`src/rtl/barrel_pkg.sv`:
```
`default_nettype none
// +----------------------------------------------------------------------+
// | Module : barrel_pkg                                                  |
// | Brief  : Shared operation encodings for the pipelined barrel shifter |
// | Rev    : 1.0                                                         |
// +----------------------------------------------------------------------+
package barrel_pkg;

  localparam int OP_W = 3;

  typedef enum logic [OP_W-1:0] {
    OP_LSL = 3'd0,
    OP_LSR = 3'd1,
    OP_ASR = 3'd2,
    OP_ROL = 3'd3,
    OP_ROR = 3'd4
  } shift_op_e;

endpackage
`default_nettype wire

```
`src/rtl/barrel_stage.sv`:
```
`default_nettype none
// +----------------------------------------------------------------------+
// | Module : barrel_stage                                                |
// | Brief  : Combinational shift-by-DIST-or-0 step covering all ops      |
// | Rev    : 1.0                                                         |
// +----------------------------------------------------------------------+
module barrel_stage
  import barrel_pkg::*;
#(
  parameter int WIDTH = 32,
  parameter int DIST  = 1
) (
  input  logic [WIDTH-1:0] data_in,
  input  logic [OP_W-1:0]  op,
  input  logic             sign,
  input  logic             en,
  output logic [WIDTH-1:0] data_out
);

  always_comb begin
    data_out = data_in;
    if (en) begin
      case (op)
        OP_LSL:  data_out = {data_in[WIDTH-1-DIST:0], {DIST{1'b0}}};
        OP_LSR:  data_out = {{DIST{1'b0}}, data_in[WIDTH-1:DIST]};
        // sign is the operand's original MSB, not this stage's input MSB
        OP_ASR:  data_out = {{DIST{sign}}, data_in[WIDTH-1:DIST]};
        OP_ROL:  data_out = {data_in[WIDTH-1-DIST:0], data_in[WIDTH-1:WIDTH-DIST]};
        OP_ROR:  data_out = {data_in[DIST-1:0], data_in[WIDTH-1:DIST]};
        default: data_out = data_in;
      endcase
    end
  end

endmodule
`default_nettype wire

```
`src/rtl/barrel_shifter_pipe.sv`:
```
`default_nettype none
// +----------------------------------------------------------------------+
// | Module : barrel_shifter_pipe                                         |
// | Brief  : Pipelined log barrel shifter, one stage per amount bit      |
// | Rev    : 1.0                                                         |
// +----------------------------------------------------------------------+
module barrel_shifter_pipe
  import barrel_pkg::*;
#(
  parameter int WIDTH = 32,
  parameter int SHW   = $clog2(WIDTH)
) (
  input  logic             clk,
  input  logic             rst,
  input  logic             in_valid,
  output logic             in_ready,
  input  logic [WIDTH-1:0] in_data,
  input  logic [SHW-1:0]   in_amt,
  input  logic [OP_W-1:0]  in_op,
  output logic             out_valid,
  input  logic             out_ready,
  output logic [WIDTH-1:0] out_data,
  output logic             out_zero
);

  logic adv;

  // Single global enable: the whole pipe moves or freezes together
  assign adv      = !out_valid || out_ready;
  assign in_ready = adv;

  genvar k;
  generate
    for (k = 0; k < SHW; k++) begin : g_stage
      logic [WIDTH-1:0] src_data;
      logic [WIDTH-1:0] nxt_data;
      logic [WIDTH-1:0] data_r;
      logic [OP_W-1:0]  src_op;
      logic             src_sign;
      logic             src_en;
      logic             src_valid;
      logic             valid_r;

      if (k == 0) begin : g_src
        assign src_data  = in_data;
        assign src_op    = in_op;
        assign src_sign  = in_data[WIDTH-1];
        assign src_en    = in_amt[0];
        assign src_valid = in_valid;
      end else begin : g_src
        assign src_data  = g_stage[k-1].data_r;
        assign src_op    = g_stage[k-1].g_fwd.op_r;
        assign src_sign  = g_stage[k-1].g_fwd.sign_r;
        assign src_en    = g_stage[k-1].g_fwd.amt_r[0];
        assign src_valid = g_stage[k-1].valid_r;
      end

      barrel_stage #(
        .WIDTH (WIDTH),
        .DIST  (1 << k)
      ) u_stage (
        .data_in  (src_data),
        .op       (src_op),
        .sign     (src_sign),
        .en       (src_en),
        .data_out (nxt_data)
      );

      always_ff @(posedge clk) begin
        if (rst) begin
          data_r  <= '0;
          valid_r <= 1'b0;
        end else if (adv) begin
          data_r  <= nxt_data;
          valid_r <= src_valid;
        end
      end

      // Control only travels on while later stages still need it
      if (k < SHW-1) begin : g_fwd
        logic [OP_W-1:0]  op_r;
        logic             sign_r;
        logic [SHW-2-k:0] amt_r;
        logic [SHW-2-k:0] amt_nxt;

        if (k == 0) begin : g_amt
          assign amt_nxt = in_amt[SHW-1:1];
        end else begin : g_amt
          assign amt_nxt = g_stage[k-1].g_fwd.amt_r[SHW-1-k:1];
        end

        always_ff @(posedge clk) begin
          if (rst) begin
            op_r   <= '0;
            sign_r <= 1'b0;
            amt_r  <= '0;
          end else if (adv) begin
            op_r   <= src_op;
            sign_r <= src_sign;
            amt_r  <= amt_nxt;
          end
        end
      end
    end
  endgenerate

  assign out_valid = g_stage[SHW-1].valid_r;
  assign out_data  = g_stage[SHW-1].data_r;
  assign out_zero  = (out_data == '0);

endmodule
`default_nettype wire

```
`config.mk`:
```
export PLATFORM = sky130hd
export DESIGN_NAME = barrel_shifter_pipe
export DESIGN_NICKNAME = d
export VERILOG_FILES = /design/src/rtl/barrel_pkg.sv /design/src/rtl/barrel_stage.sv /design/src/rtl/barrel_shifter_pipe.sv
export SDC_FILE = /design/constraint.sdc
export NUM_CORES = 1
export LEC_CHECK = 0
export CORE_MARGIN = 3
export CORE_UTILIZATION = 60
export DETAILED_ROUTE_END_ITERATION = 7
export HOLD_SLACK_MARGIN = 0.12
export PLACE_DENSITY_LB_ADDON = 0.3
export SYNTH_ARGS = -nofsm -noshare
export SYNTH_HDL_FRONTEND = slang
export SYNTH_HIERARCHICAL = 1
export SYNTH_SLANG_ARGS = --single-unit
```
`constraint.sdc`:
```
create_clock -name clk -period 3.48 [get_ports clk]
set_input_delay 0.696 -clock clk [delete_from_list [all_inputs] [get_ports clk]]
set_output_delay 0.696 -clock clk [all_outputs]
set_load 0.03 [all_outputs]
```
# After elaboration in Yosys (flattened, before gate mapping)
# Cells that the tools add are included.
# Widths: inputs -> output; s select.
[op_classes]
n_eq_ne = 20
muxes = 10
reduce_logical = 9
[ops]
columns = ["op", "count"]
rows = [
  ["$pmux 32 s5", 4],
  ["$mux 32", 5],
  ["$pmux 32 s4", 1],
  ["$logic_not 32->1", 1],
  ["$eq 3x2->1 const B", 10],
  ["$eq 3x1->1 const B", 5],
  ["$eq 3x3->1 const B", 5],
  ["$logic_not 3->1", 5],
  ["$reduce_or 2->1", 1],
  ["$logic_not 1->1", 1],
  ["$logic_or 1x1->1", 1],
]
[word_totals]
ff_bits = 191
in_bits = 44
word_cells = 61

# Logic depth before layout (Yosys ltp)
# Gate-level depths: netlist (run 1).
[depth]
ltp_word = 4
mapped_depth = 8

# By module
# The synthesis (run 1) kept the hierarchy.
[by_module_without_submodules]
columns = ["mod", "instances", "cells_per_inst", "area_per_inst_um2", "seq_area_each_um2"]
rows = [
  ["barrel_shifter_pipe", 1, 839, 6687.7, 3823.7],
  ["barrel_stage at g_stage[0].u_stage", 1, 171, 1119.8, 0.0],
  ["barrel_stage at g_stage[3].u_stage", 1, 161, 1109.8, 0.0],
  ["barrel_stage at g_stage[2].u_stage", 1, 163, 1097.3, 0.0],
  ["barrel_stage at g_stage[1].u_stage", 1, 164, 1087.3, 0.0],
  ["barrel_stage at g_stage[4].u_stage", 1, 79, 679.4, 0.0],
]

# Worst setup path before layout (run 1)
# No wires, ideal clock.
[synth_path]
path_type = "register to output"
from = "register g_stage[4].data_r[24], in the netlist out_data[24]"
to = "output out_zero"
arrival_ns = 1.234
path_slack_ns = 1.550
path_stages_with_launch = 4
path_cell_list = "dfxtp_1 -> nor4_1 -> nand4_1 -> nor2_1"
[synth_between]
elab_chain_len = 1
[synth_rtl]
columns = ["item", "line", "rtl"]
rows = [
  ["from (decl)", "barrel_shifter_pipe.sv:37", "logic [WIDTH-1:0] data_r;"],
  ["from (signal assigned)", "barrel_shifter_pipe.sv:74", "data_r <= nxt_data;"],
  ["$logic_not 32->1", "barrel_shifter_pipe.sv:109", "assign out_zero = (out_data == '0);"],
  ["to (decl)", "barrel_shifter_pipe.sv:23", "output logic out_zero"],
]
# No other way between the ends.

# Worst setup path after layout (run 1)
[layout_path]
from = "register g_stage[4].data_r[31], in the netlist out_data[31]"
to = "output out_zero"
# Same word-level chain as after synthesis.

==> results of run 1 <==
-- tightest hold or removal path, stage by stage, from the launching register on --
cell and delay, ns:
dfxtp_1 0.31, nand2_1 0.05, a21oi_1 0.05
-- power groups by stage --
stage               clock network [mW]  logic [mW]  registers [mW]
floorplan                            0       0.693            2.49
global placement                     0       0.892            2.52
detailed placement                   0       0.906            2.53
CTS                               1.87       0.914            2.48
global route                      1.98        1.02            2.50
finish                            1.86       0.930            2.48
-- state kept, by name, summed over array words and instances (netlist names) --
| name | flops |
|---|---|
| g_stage.valid_r | 4 |
| out_valid | 1 |
| g_stage.g_fwd.amt_r | 10 |
| g_stage.g_fwd.op_r | 12 |
| g_stage.data_r | 128 |
| g_stage.g_fwd.sign_r | 4 |
| out_data | 32 |
-- routing by layer --
layer  vias up  GRT usage, %  routed length [um]
met5         -             0                   0
met4         0          8.89                 787
met3        60          4.28                1900
met2       534          49.7               16300
met1      5526          39.0               13900
li1       5559             -                   -
-- Yosys cell counts (2+ instances only) --
cell type	n	area share, %
nor4_1	8	0.42
o211ai_1	112	7.1
xor2_4	2	0.47
mux2_1	6	0.57
o21ai_0	16	0.68
a21oi_1	308	13
mux2_4	14	1.8
a31oi_1	128	6.8
and2b_1	4	0.25
mux2_2	11	1.1
o21ai_2	5	0.37
o21ai_1	4	0.17
xnor2_2	2	0.28
o22ai_1	3	0.16
a2bb2oi_1	16	1.2
buf_6	24	2.3
nor2b_1	17	0.90
a22oi_1	14	0.89
nor2_1	7	0.22
buf_2	65	2.8
dfxtp_1	191	32
nand3b_1	99	6.3
a21oi_2	9	0.67
buf_4	30	1.9
nand2_1	395	13
nand2b_1	2	0.11
clkbuf_4	4	0.25
and2_1	5	0.27
xor2_2	2	0.28
xnor2_4	2	0.47
and3b_1	4	0.30
clkbuf_1	50	1.6
buf_1	3	0.096
nand4_1	3	0.16
-- layout make-up --
cell class | instances | area (sq um)
Clock buffer | 17 | 425
Clock inverter | 15 | 128
Fill cell | 1705 | 6370
Inverter | 2 | 10.0
Multi-Input combinational cell | 1208 | 6900
Sequential cell | 191 | 3820
Tap cell | 260 | 325
Timing Repair Buffer | 107 | 1040
-- metrics by stage --
step,setup WS (ns),total power [mW],utilization [%],cell area (sq um),cells
after global routing,0.555,5.49,66.5,12600,1800
after floorplan,1.55,3.18,-,11800,1577
after CTS,0.647,5.26,66.5,12600,1800
after detailed placement,0.507,3.44,63.6,12100,1768
final,0.667,5.27,66.5,12600,1800
after global placement,0.575,3.42,63.6,12100,1768
-- cells by family after synthesis --
kind of cell | after synthesis | synth area share, %
AND/OR/NAND/NOR | 549 | 22.0
AO/OA/AOI/OAI | 620 | 31.7
flip-flops | 191 | 32.5
buffers and inverters | 178 | 8.97
XOR/XNOR | 8 | 1.49
multiplexers | 31 | 3.41
-- worst min-delay path by stage --
stage                     cells after the start  slack, ns                                      to
final                                         2       0.46  g_stage[0].g_fwd.amt_r[3]$_SDFFE_PP0P_
after global routing                          2       0.48         g_stage[3].valid_r$_SDFFE_PP0P_
after CTS                                     2       0.46         g_stage[2].valid_r$_SDFFE_PP0P_
after detailed placement                      2       0.45  g_stage[0].g_fwd.amt_r[3]$_SDFFE_PP0P_
after global placement                        2       0.44         g_stage[0].valid_r$_SDFFE_PP0P_
after floorplan                               2       0.43  g_stage[0].g_fwd.amt_r[0]$_SDFFE_PP0P_
==> flow_metrics.env, run 1 <==
export IMPL_status="completed"
export IMPL_slew_headroom_pct=5.18
export IMPL_finClkSkew_ns=0.0108
export IMPL_wl_per_cell_um=18.2
export IMPL_r2r_setup_slack_ns=0.99
export IMPL_synthCells=1577
export IMPL_area_growth_pct=7.37
export IMPL_n_antenna_cell=0
export IMPL_synth_area_sq_um=11800
export IMPL_timing_rr_end="g_stage[2].data_r[4]$_SDFFE_PP0P_"
export IMPL_intPower_mw=3.64
export IMPL_cp_top_family="buffers and inverters"
export IMPL_rsz0062_at_grt="no"
export IMPL_cp_start_kind="flip-flop"
export IMPL_p_leak_nw=4.09
export IMPL_cp_cell_sequence="nor4_1 > nand4_1 > nor2_1 > clkdlybuf4s50_1"
export IMPL_power_switching_mw=1.63
export IMPL_final_nets=1571
export IMPL_power_frac_comb_pct=17.6
export IMPL_die_w_um=146
export IMPL_synth_area_per_cell_sq_um=7.47
export IMPL_hold_path_startpoint="g_stage[0].g_fwd.amt_r[3]$_SDFFE_PP0P_"
export IMPL_vias=11700
export IMPL_post_route_min_period_ns=2.81
export IMPL_p_per_area_nw_per_um2=417
export IMPL_antenna_found_initial=0
export IMPL_dp_hpwl_um=20700
export IMPL_ys_async_sr_fraction_pct=0
export IMPL_avgViaCountPerCell=6.49
export IMPL_core_area_sq_um=19000
export IMPL_drt_pass1_iterations=7
export IMPL_crit_start="out_data[31]$_SDFFE_PP0P_"
export IMPL_routed_wl_um=32800
export IMPL_clkTransAtPathRegs_ns=0.07
export IMPL_hold_worst_slack_ns=0.457
export IMPL_critical_path_buf_inv_count=1
export IMPL_layout_common_cells="nand2_1, a21oi_1, dfxtp_1, a31oi_1, o211ai_1"
export IMPL_maxCapViolations=0
export IMPL_synth_sequential_area_ratio_pct=32.5
export IMPL_p_clk_share_pct=35.2
export IMPL_drcViolationCount=0
export IMPL_fmax_mhz=355
export IMPL_postCtsHoldBufs=0
export IMPL_drive_gt1_share_pct=7.60
export IMPL_num_rows=50
export IMPL_clk_latency_ns=0.43
export IMPL_clockBufferDepth=2
export IMPL_min_path_type="flip-flop to flip-flop"
export IMPL_synth_enable_flop_cells=0
export IMPL_grt_pass1_vias=10400
export IMPL_crit_slowest_cell="clkdlybuf4s50_1"
export IMPL_setup_tns_final_ns=0
export IMPL_synth_main_ff_cell="dfxtp_1"
export IMPL_netlist_cell_type_count=46
export IMPL_slowest_delay_ns=0.69
export IMPL_htreeDepth=4
export IMPL_worst_pin_slew_ns=1.42
export IMPL_ff2ff_path_depth=6
export IMPL_crit_required_ns=2.78
export IMPL_die_area_sq_um=21400
export IMPL_endpoint_kind="output pin"
export IMPL_crit_path_end="out_zero"
export IMPL_die_h_um=146
export IMPL_io_buffers=78
export IMPL_initial_core_util_pct=61.9
export IMPL_cts_resized=0
export IMPL_synth_seq_cells=191
export IMPL_grt_pass1_wl_um=53400
export IMPL_grt_start_max_net_pins=192
export IMPL_worstPathArrival_ns=2.12
export IMPL_num_io_pins=79
export IMPL_cts_setup_buffers=0
export IMPL_syn_nets=1621
export IMPL_track_usage_pct=29.4
export IMPL_r2r_start="g_stage[1].g_fwd.op_r[2]$_SDFFE_PP0P_"
export IMPL_timing_final_crit_share_pct=80.8
export IMPL_layout_commonest_cell="nand2_1"
export IMPL_p_sw_share_pct=30.9
export IMPL_critical_path_class="flip-flop to output pin"
export IMPL_yosysWarningCount=6
export IMPL_path_depth=4
export IMPL_ant_nets=0
export IMPL_drv_slew=0
export IMPL_gp_congestion=0.920
export IMPL_finalSetupViolations=0
export IMPL_cp_max_fo=3
export IMPL_cts_tree="done"
export IMPL_grt_overflow=0
export IMPL_cts_root_buf="clkbuf_16"
export IMPL_seq_power_share_pct=47.1
export IMPL_ir_worst_vdd_v=0.000306
export IMPL_numCtsBuffers=17
export IMPL_cts_sinks=191
export IMPL_final_hold_viol_count=0
export IMPL_drt_iter0_drc=1456
(Power assumes the default switching activity.)
==> run 2: changes to the inputs <==
==> constraint.sdc (replaced) <==
create_clock -name clk -period 2.65 [get_ports clk]
set_input_delay 0.53 -clock clk [delete_from_list [all_inputs] [get_ports clk]]
set_output_delay 0.53 -clock clk [all_outputs]
set_load 0.03 [all_outputs]
==> run 2 against run 1 <==
  * Die area did not move
  * Non-clock buffer count rose by 10
  * Register-to-register slack got worse by 0.54 ns
  * Largest power group unchanged
  * Critical path depth rose by 2
  * Highest routed layer unchanged
  * Worst hold slack got worse by 0.0054 ns
  * Power rose by 35%
  * Sequential power rose by 31%
  * Clock-buffer cell count did not move
  * Utilization rose by 0.89 points
  * Combinational power rose by 33%
  * Clock power rose by 39%
==> flow_metrics.env, run 2 (synthesized netlist as in run 1, its figures left out) <==
export IMPL_initial_core_util_pct=61.9
export IMPL_timing_final_crit_share_pct=88.9
export IMPL_io_buffers=78
export IMPL_min_path_cells=2
export IMPL_slew_headroom_pct=21.2
export IMPL_layout_common_cells="nand2_1, a21oi_1, dfxtp_1, a31oi_1, o211ai_1"
export IMPL_drv_slew=0
export IMPL_ir_worst_vdd_v=0.000425
export IMPL_fmax_mhz=424
export IMPL_r2r_setup_slack_ns=0.45
export IMPL_setup_tns_final_ns=0
export IMPL_drive_gt1_share_pct=8.19
export IMPL_final_hold_viol_count=0
export IMPL_cts_tree="done"
export IMPL_crit_start="in_op[0]"
export IMPL_numCtsBuffers=17
export IMPL_post_route_min_period_ns=2.36
export IMPL_num_io_pins=79
export IMPL_gp_congestion=0.907
export IMPL_fillCellCount=1618
export IMPL_n_antenna_cell=0
export IMPL_fin_util_pct=67.4
export IMPL_postCtsHoldBufs=0
export IMPL_maxCapViolations=0
export IMPL_worstPathArrival_ns=2.68
export IMPL_ant_nets=0
export IMPL_core_area_sq_um=19000
export IMPL_antenna_found_initial=0
export IMPL_cp_max_fo=31
export IMPL_cts_setup_buffers=0
export IMPL_avgViaCountPerCell=6.49
export IMPL_clockBufferDepth=2
export IMPL_clkTransAtPathRegs_ns=0.08
export IMPL_critical_path_class="input pin to flip-flop"
export IMPL_track_usage_pct=29.1
export IMPL_crit_required_ns=2.97
export IMPL_largest_register="g_stage.data_r"
export IMPL_dp_hpwl_um=20600
export IMPL_grt_overflow=0
export IMPL_drcViolationCount=0
export IMPL_routed_wl_um=32700
export IMPL_timing_rr_end="g_stage[2].data_r[15]$_SDFFE_PP0P_"
export IMPL_drt_iter0_drc=1412
export IMPL_grt_start_max_net_pins=192
export IMPL_r2r_start="g_stage[1].g_fwd.op_r[1]$_SDFFE_PP0P_"
export IMPL_layout_commonest_cell="nand2_1"
export IMPL_cts_root_buf="clkbuf_16"
export IMPL_finalSetupViolations=0
export IMPL_wl_per_cell_um=18.1
export IMPL_cts_sinks=191
export IMPL_finClkSkew_ns=0.0122
export IMPL_cp_start_kind="input pin"
export IMPL_endpoint_kind="flip-flop"
export IMPL_worst_pin_slew_ns=1.18
export IMPL_num_rows=50
export IMPL_crit_path_end="g_stage[0].data_r[18]$_SDFFE_PP0P_"
export IMPL_p_per_area_nw_per_um2=554
export IMPL_ff2ff_path_depth=5
export IMPL_drt_pass1_iterations=6
export IMPL_p_leak_nw=4.20
export IMPL_grt_pass1_wl_um=52800
export IMPL_die_area_sq_um=21400
export IMPL_clk_latency_ns=0.44
export IMPL_final_nets=1581
export IMPL_rsz0062_at_grt="no"
export IMPL_min_path_type="flip-flop to flip-flop"
export IMPL_largest_reg_flops=128
export IMPL_htreeDepth=4
export IMPL_vias=11700
export IMPL_die_h_um=146
export IMPL_area_growth_pct=8.80
export IMPL_grt_pass1_vias=10400
export IMPL_die_w_um=146
export IMPL_status="completed"
run 2: layout make-up:
class,instances,area [sq um],area share [%]
sequential,191,3820,29.8
inverter,2,10.0,0.0781
tap,260,325,2.54
clock inverter,15,169,1.32
multi-input combinational,1208,6900,53.8
clock buffer,17,425,3.32
timing repair buffer,117,1160,9.09
run 2: timing repair:
item | 4_1_cts | 5_1_grt
resized for setup | 0 | 1
endpoints found under the setup margin | 0 | 1
endpoints found under the hold margin | 0 | 0
run 2: worst max-delay path, cell delays in order:
cell and delay (ns):
clkdlybuf4s50_1 0.51, o21ai_2 0.18, and2_1 0.93, a31oi_1 0.25, nand2_1 0.17, a21oi_1 0.10
run 2: metrics by stage:
| stage | cell area (sq um) | worst slack [ns] | hold WS (ns) | std cells | total power [mW] |
|---|---|---|---|---|---|
| 2_1_floorplan | 11800 | 0.886 | 0.431 | 1577 | 4.18 |
| 3_3_place_gp | 12200 | 0.0713 | 0.440 | 1778 | 4.51 |
| 3_5_place_dp | 12200 | 0.0299 | 0.446 | 1778 | 4.53 |
| 4_1_cts | 12800 | 0.0317 | 0.454 | 1810 | 7.09 |
| 5_1_grt | 12800 | 0.223 | 0.470 | 1810 | 7.38 |
| 6_report | 12800 | 0.294 | 0.452 | 1810 | 7.10 |
run 2: where the power goes:
group,switching (mW),internal [mW]
clock,1.25,1.35
combinational,0.719,0.525
sequential,0.216,3.05
total,2.18,4.92
run 2: how the worst min path moves through the flow:
stage | slack (ns) | to | start
finish | 0.45 | g_stage[3].g_fwd.sign_r$_SDFFE_PP0P_ | g_stage[3].g_fwd.sign_r$_SDFFE_PP0P_
global route | 0.47 | g_stage[3].valid_r$_SDFFE_PP0P_ | g_stage[3].valid_r$_SDFFE_PP0P_
CTS | 0.45 | g_stage[3].g_fwd.sign_r$_SDFFE_PP0P_ | g_stage[3].g_fwd.sign_r$_SDFFE_PP0P_
detailed placement | 0.45 | g_stage[3].g_fwd.sign_r$_SDFFE_PP0P_ | g_stage[3].g_fwd.sign_r$_SDFFE_PP0P_
global placement | 0.44 | g_stage[0].valid_r$_SDFFE_PP0P_ | g_stage[0].valid_r$_SDFFE_PP0P_
floorplan | 0.43 | g_stage[0].g_fwd.amt_r[0]$_SDFFE_PP0P_ | g_stage[0].g_fwd.amt_r[0]$_SDFFE_PP0P_
run 2: metal layers:
metal  GRT usage [%]  wire length [um]  part of all wire [%]  vias to the layer above
met3            5.03              2280                   7.0                       80
li1                -                 -                     -                     5589
met2            48.7             16000                    49                      574
met1            38.0             13400                    41                     5498
met4            10.2               986                   3.0                        0
met5               0                 0                     0                        -
